### src/rtl/fpu_pkg.sv
// Shared FP16 constants and enums for the FPU execution units.
package fpu_pkg;

  localparam int EXP_W  = 5;
  localparam int FRAC_W = 10;
  localparam int BIAS   = 15;

  localparam logic [15:0] FP16_POS_INF = 16'h7C00;
  localparam logic [15:0] FP16_QNAN    = 16'h7E00;

  typedef enum logic [2:0] {
    OP_ADD  = 3'd0,
    OP_SUB  = 3'd1,
    OP_MUL  = 3'd2,
    OP_DIV  = 3'd3,
    OP_CONV = 3'd4
  } fpu_op_e;

  typedef enum logic [1:0] {
    DIV_IDLE   = 2'd0,
    DIV_UNPACK = 2'd1,
    DIV_DIVIDE = 2'd2,
    DIV_ROUND  = 2'd3
  } div_state_e;

endpackage

### src/rtl/fpu_fp16_classify.sv
// Combinational FP16 field split and operand classification.
module fpu_fp16_classify
  import fpu_pkg::*;
(
  input  logic [15:0]       x,
  output logic              is_zero,
  output logic              is_inf,
  output logic              is_nan,
  output logic              is_sub,
  output logic              sign,
  output logic [EXP_W-1:0]  exp,
  output logic [FRAC_W:0]   mant
);

  logic [FRAC_W-1:0] frac;
  logic              exp_zero;
  logic              exp_ones;

  assign sign     = x[15];
  assign exp      = x[14:10];
  assign frac     = x[9:0];
  assign exp_zero = (exp == '0);
  assign exp_ones = (exp == '1);

  assign is_zero  = exp_zero & (frac == '0);
  assign is_sub   = exp_zero & (frac != '0);
  assign is_inf   = exp_ones & (frac == '0);
  assign is_nan   = exp_ones & (frac != '0);
  // hidden bit only for normals; zero/subnormal are flushed by the caller
  assign mant     = {~exp_zero, frac};

endmodule

### src/rtl/fpu_div_iterative.sv
// FP16 divider: restoring division, one quotient bit per cycle, RNE rounding,
// flush-to-zero on subnormal inputs and outputs. One operation in flight.
module fpu_div_iterative
  import fpu_pkg::*;
#(
  parameter logic [15:0] NAN_VALUE = FP16_QNAN
) (
  input  logic        clk,
  input  logic        rst_n,
  input  logic        valid_in,
  input  logic [15:0] a,
  input  logic [15:0] b,
  output logic        valid_out,
  output logic [15:0] result,
  output logic        busy
);

  div_state_e         state;
  logic [15:0]        a_q, b_q;
  logic               sign_q;
  logic signed [6:0]  exp_q;
  logic [10:0]        mb_q;
  logic [11:0]        rem_q;
  logic [13:0]        q_q;
  logic [3:0]         cnt_q;
  logic               spec_q;
  logic [15:0]        spec_val_q;

  logic              a_zero, a_inf, a_nan, a_sub, a_sign;
  logic              b_zero, b_inf, b_nan, b_sub, b_sign;
  logic [4:0]        a_exp, b_exp;
  logic [10:0]       a_mant, b_mant;

  fpu_fp16_classify u_cls_a (
    .x(a_q), .is_zero(a_zero), .is_inf(a_inf), .is_nan(a_nan), .is_sub(a_sub),
    .sign(a_sign), .exp(a_exp), .mant(a_mant)
  );
  fpu_fp16_classify u_cls_b (
    .x(b_q), .is_zero(b_zero), .is_inf(b_inf), .is_nan(b_nan), .is_sub(b_sub),
    .sign(b_sign), .exp(b_exp), .mant(b_mant)
  );

  // unpack: special-case detection and exponent difference
  logic              sgn;
  logic              za, zb;
  logic              spec_n;
  logic [15:0]       spec_val_n;
  logic signed [6:0] exp_n;

  assign sgn   = a_sign ^ b_sign;
  assign za    = a_zero | a_sub;
  assign zb    = b_zero | b_sub;
  assign exp_n = $signed({2'b00, a_exp}) - $signed({2'b00, b_exp}) + 7'sd15;

  always_comb begin
    spec_n     = 1'b1;
    spec_val_n = NAN_VALUE;
    if (a_nan || b_nan)                   spec_val_n = NAN_VALUE;
    else if ((za && zb) || (a_inf && b_inf)) spec_val_n = NAN_VALUE;
    else if (zb || a_inf)                 spec_val_n = {sgn, FP16_POS_INF[14:0]};
    else if (za || b_inf)                 spec_val_n = {sgn, 15'h0000};
    else begin
      spec_n     = 1'b0;
      spec_val_n = 16'h0000;
    end
  end

  // one restoring step; rem < 2*mb holds, so the shifted remainder fits 12 bits
  logic        rem_ge;
  logic [11:0] rem_sub;
  logic [11:0] rem_nxt;

  assign rem_ge  = (rem_q >= {1'b0, mb_q});
  assign rem_sub = rem_ge ? (rem_q - {1'b0, mb_q}) : rem_q;
  assign rem_nxt = {rem_sub[10:0], 1'b0};

  // round: normalise, RNE on guard/sticky, then range check
  logic [13:0]       qn;
  logic signed [6:0] en;
  logic              guard, sticky, inc;
  logic [11:0]       mant_r;
  logic signed [6:0] e_fin;
  logic [9:0]        frac_fin;
  logic [15:0]       res_n;

  assign qn     = q_q[13] ? q_q : {q_q[12:0], 1'b0};
  assign en     = q_q[13] ? exp_q : (exp_q - 7'sd1);
  assign guard  = qn[2];
  assign sticky = (|qn[1:0]) | (|rem_q);
  assign inc    = guard & (sticky | qn[3]);
  assign mant_r = {1'b0, qn[13:3]} + {11'd0, inc};

  always_comb begin
    e_fin    = mant_r[11] ? (en + 7'sd1) : en;
    frac_fin = mant_r[11] ? 10'd0 : mant_r[9:0];
    if (spec_q)               res_n = spec_val_q;
    else if (e_fin >= 7'sd31) res_n = {sign_q, FP16_POS_INF[14:0]};
    else if (e_fin <= 7'sd0)  res_n = {sign_q, 15'h0000};
    else                      res_n = {sign_q, e_fin[4:0], frac_fin};
  end

  // the valid_out cycle is still busy, so a request there is dropped
  assign busy = (state != DIV_IDLE) | valid_out;

  always_ff @(posedge clk or negedge rst_n) begin
    if (!rst_n) begin
      state      <= DIV_IDLE;
      a_q        <= '0;
      b_q        <= '0;
      sign_q     <= 1'b0;
      exp_q      <= '0;
      mb_q       <= '0;
      rem_q      <= '0;
      q_q        <= '0;
      cnt_q      <= '0;
      spec_q     <= 1'b0;
      spec_val_q <= '0;
      result     <= '0;
      valid_out  <= 1'b0;
    end else begin
      valid_out <= 1'b0;
      case (state)
        DIV_IDLE: begin
          if (valid_in && !valid_out) begin
            a_q   <= a;
            b_q   <= b;
            state <= DIV_UNPACK;
          end
        end
        DIV_UNPACK: begin
          sign_q     <= sgn;
          exp_q      <= exp_n;
          mb_q       <= b_mant;
          rem_q      <= {1'b0, a_mant};
          q_q        <= '0;
          spec_q     <= spec_n;
          spec_val_q <= spec_val_n;
          cnt_q      <= 4'd13;
          state      <= DIV_DIVIDE;
        end
        DIV_DIVIDE: begin
          q_q   <= {q_q[12:0], rem_ge};
          rem_q <= rem_nxt;
          if (cnt_q == 4'd0) state <= DIV_ROUND;
          else               cnt_q <= cnt_q - 4'd1;
        end
        DIV_ROUND: begin
          result    <= res_n;
          valid_out <= 1'b1;
          state     <= DIV_IDLE;
        end
        default: state <= DIV_IDLE;
      endcase
    end
  end

endmodule

### config.mk
export PLATFORM = sky130hd
export DESIGN_NAME = fpu_div_iterative
export DESIGN_NICKNAME = d
export VERILOG_FILES = /design/src/rtl/fpu_pkg.sv /design/src/rtl/fpu_fp16_classify.sv /design/src/rtl/fpu_div_iterative.sv
export SDC_FILE = /design/constraint.sdc
export NUM_CORES = 1
export LEC_CHECK = 0
export CORE_MARGIN = 8
export CORE_UTILIZATION = 59
export DETAILED_ROUTE_END_ITERATION = 7
export GPL_ROUTABILITY_DRIVEN = 0
export GPL_TIMING_DRIVEN = 0
export HOLD_SLACK_MARGIN = 0.1
export PLACE_DENSITY = 0.81
export SLEW_MARGIN = 20
export SYNTH_ARGS = -nofsm -noshare
export SYNTH_HDL_FRONTEND = slang
export SYNTH_HIERARCHICAL = 1
export SYNTH_SLANG_ARGS = --single-unit
### constraint.sdc
create_clock -name clk -period 4.7 [get_ports clk]
set_input_delay 1.41 -clock clk [delete_from_list [all_inputs] [get_ports clk]]
set_output_delay 1.41 -clock clk [all_outputs]
set_load 0.01 [all_outputs]
==> run summary <==
The run finished with clean final reports. For this design, the sink count on the clock tree is 104. The largest net degree at the start of global routing came out at 84.

By count the netlist is led by dfrtp_1 (104), inv_1 (64), o21ai_0 (51). The fraction of the core area covered by cells at the end of the flow is 0.688, and the starting utilization of the core area is 0.602. The core region is 0.0108 sq mm. The proportion of synthesized chip area in sequential cells was 0.399; the number of top-level pins was 53. The number of cells on the worst reg-to-reg path was 15. The post-CTS setup repair buffer count came out at 0. 0 antenna diodes ended up in the layout. Initial antenna violation count: 0.

The worst-case IR drop observed on VDD is 0.351 mV. For the combined area of all synthesized cells, the log shows 0.00653 sq mm. For the total die area, the log shows 0.0147 sq mm. Using the TritonRoute via totals, the vias-per-cell ratio works out to 5.74.

The power per cell area is 729 mW/mm^2, and the overall die width is 121 um. For the worst setup path, the data required time is 4990 ps. For the worst setup path, the data arrival time is 4360 ps. The logs give 9 for the TritonCTS buffer count and 5 for the detailed-router iteration count before antenna repair. The proportion of register bits with asynchronous set or reset after synthesis is 1.00. For this block, the via count after detailed routing is 5103. The final layout contains routed wiring with a total length of 14.8 mm.

The path class of the tightest hold or removal check is reg2reg. After clock tree synthesis, the clock-pin slew on the worst setup and hold paths is 100 ps. The number of hold buffers added after CTS is 0, and the cell depth of the worst min-delay path is 1. TritonCTS built the clock tree.

In this run the remaining antenna-violating nets after routing total 0. The count of input and output buffers is 52, and the top cell type's share of synthesized area is 0.399. The final cell count without fillers was 889; the number of placed instances with taps included was 874. In the final routed layout, each cell accounts on average for 16.7 um. Summing all multi-input logic gate instances after layout gives 0.00326 sq mm.

The register bit count reported by yosys was 104. The area growth from synthesis to layout is 14.2%. At the end of the flow, the number of nets in the layout was 807. In the post-synthesis netlist, the cell with the most instances is dfrtp_1. In this run the cell area measured after placement is 0.00725 sq mm.

The vertical die dimension is 121 um. The tools report the sort of element at the end of the critical path as a flip-flop. The run gives 5313 as the number of global-route vias before repair.

The number of warnings issued by yosys came out at 6. In the synthesized netlist the dominant register cell turns out to be dfrtp_1. The number of DRC violations after detailed-routing iteration 0 was 361. Setup repair after global routing left no endpoint under its margin. For the finished layout, the period the worst path requires is 4070 ps. In this run the number of H-tree levels came out at 3. The number of pins with negative max-slew slack in the final report was 0. Synthesis produced a netlist whose cell count is 681.

The area of all sequential standard cells is 0.00260 sq mm, and the cell area after layout is 0.00746 sq mm. Fill cells in the final layout number 849. At the placement stage, the worst setup path has a slack of 256 ps. The tools report the worst-case headroom to the max-slew limit as 0.486. The first-pass GRT wire length came out at 25.4 mm. The smallest hold slack is 511 ps. The quantity of gates resized following cts is 0, and the number of enable flip-flop cells after synthesis is 0. Slew of the pin with the lowest slew margin: 762 ps.

In this run the core area contains 38 standard-cell rows. For the worst-skew pair, the clock arrives at the later sink with an insertion delay of 380 ps. Category of the critical setup timing path: reg2reg. The mean post-synth cell area is 9.59 sq um. STA classifies the critical path startpoint as a flip-flop. After global routing the overflow that remains totals 0. Summing internal, switching and leakage power gives 5.44 mW. Total global routing track utilization: 0.210. Synthesis instantiated 71 different standard cells from the library. The clock passes through at most 2 buffers. After synthesis, the cell types taking the most area are dfrtp_1 (40%), mux2_2 (6.0%), ha_1 (5.0%). Once routing completed, OpenROAD measured the worst setup slack at 626 ps. Synthesis produced a netlist with a net count of 744. The total negative setup slack came out at 0 ps. The count of endpoints failing hold in the final timing report was 0; the proportion of layout cells with a drive suffix above 1 was 0.155. The ratio of final minimum period to clock period is 0.867, and the final clock skew is 10.8 ps.

The final HPWL from detailed placement was 11.3 mm; the largest fanout of any net on the critical path was 19. The tree is rooted in a clkbuf_8. The tools report the final setup violation count as 0. The run gives 0 as the residual DRC count. The biggest area contributor in the post-synthesis netlist is dfrtp_1.

The tool flagged a number of max-cap violations equal to 0. The static leakage power is 3.19 nW. Timing would allow up to 245 MHz.
## path summary, 6_finish.rpt
check | end | startpoint | slack, ps
setup reg to reg | result[7]$_DFFE_PN0P_ | q_q[13]$_DFFE_PN0P_ | 630
setup / recovery | result[7]$_DFFE_PN0P_ | q_q[13]$_DFFE_PN0P_ | 630
max in group asynchronous | mb_q[1]$_DFFE_PN0P_ | rst_n | 3150
hold / removal | b_q[15]$_DFFE_PN0P_ | b_q[15]$_DFFE_PN0P_ | 510
min in group asynchronous | result[6]$_DFFE_PN0P_ | rst_n | 870
hold reg to reg | b_q[15]$_DFFE_PN0P_ | b_q[15]$_DFFE_PN0P_ | 510
## flip-flops by register name, summed over array words and instances, names as in the netlist
register,count
sign_q,1
cnt_q,4
mb_q,11
exp_q,7
a_q,16
state,2
result,16
b_q,16
spec_q,1
rem_q,12
valid_out,1
q_q,14
spec_val_q,3
## cells in the final DEF (no fill, tap or decap), drive strengths merged, types with 29 or more instances in the layout
master,Yosys,layout
clkdlybuf4s50,0,51
inv,64,65
dfrtp,104,104
nand2,47,47
buf,47,49
mux2,35,35
nor2,48,48
xnor2,30,30
o21ai,51,51
nand3,30,30
clkbuf,18,29
## layer usage
metal	up-vias	global-route usage	wire length, um
li1	2467	-	-
met1	2505	0.266	6570
met2	112	0.352	7310
met3	19	0.0428	676
met4	0	0.0702	273
met5	-	0	0
## power breakdown
part | internal, mW | switching, mW | total, mW
sequential | 1.26 | 0.283 | 1.54
clock | 0.277 | 0.308 | 0.585
combinational | 1.50 | 1.81 | 3.31
total | 3.04 | 2.40 | 5.44
## cell families after synthesis
kind of cell | Yosys count | share of synthesized area
flip-flops | 104 | 0.399
multiplexers | 48 | 0.0803
AO/OA/AOI/OAI | 143 | 0.158
adder cells (fa/ha/maj) | 28 | 0.0560
buffers and inverters | 129 | 0.102
XOR/XNOR | 42 | 0.0604
AND/OR/NAND/NOR | 187 | 0.145
## final cells by class
class,instances,share of cell area
Clock buffer,12,0.0208
Multi-Input combinational cell,448,0.437
Inverter,64,0.0322
Timing Repair Buffer,53,0.0737
Clock inverter,4,0.00688
Tap cell,140,0.0235
Buffer,64,0.0564
Sequential cell,104,0.349
## worst max-delay path: stages (launching register included)
cell	delay (ps)
dfrtp_1	380
buf_6	200
clkbuf_1	370
nand2_1	80
o21ai_0	130
nor2_1	80
a221oi_1	260
ha_1	220
nand2_1	100
a2111oi_4	450
nand4_1	400
a211oi_2	330
xnor2_1	230
o211ai_2	270
buf_6	220
o32ai_2	250
(Power assumes the default switching activity.)
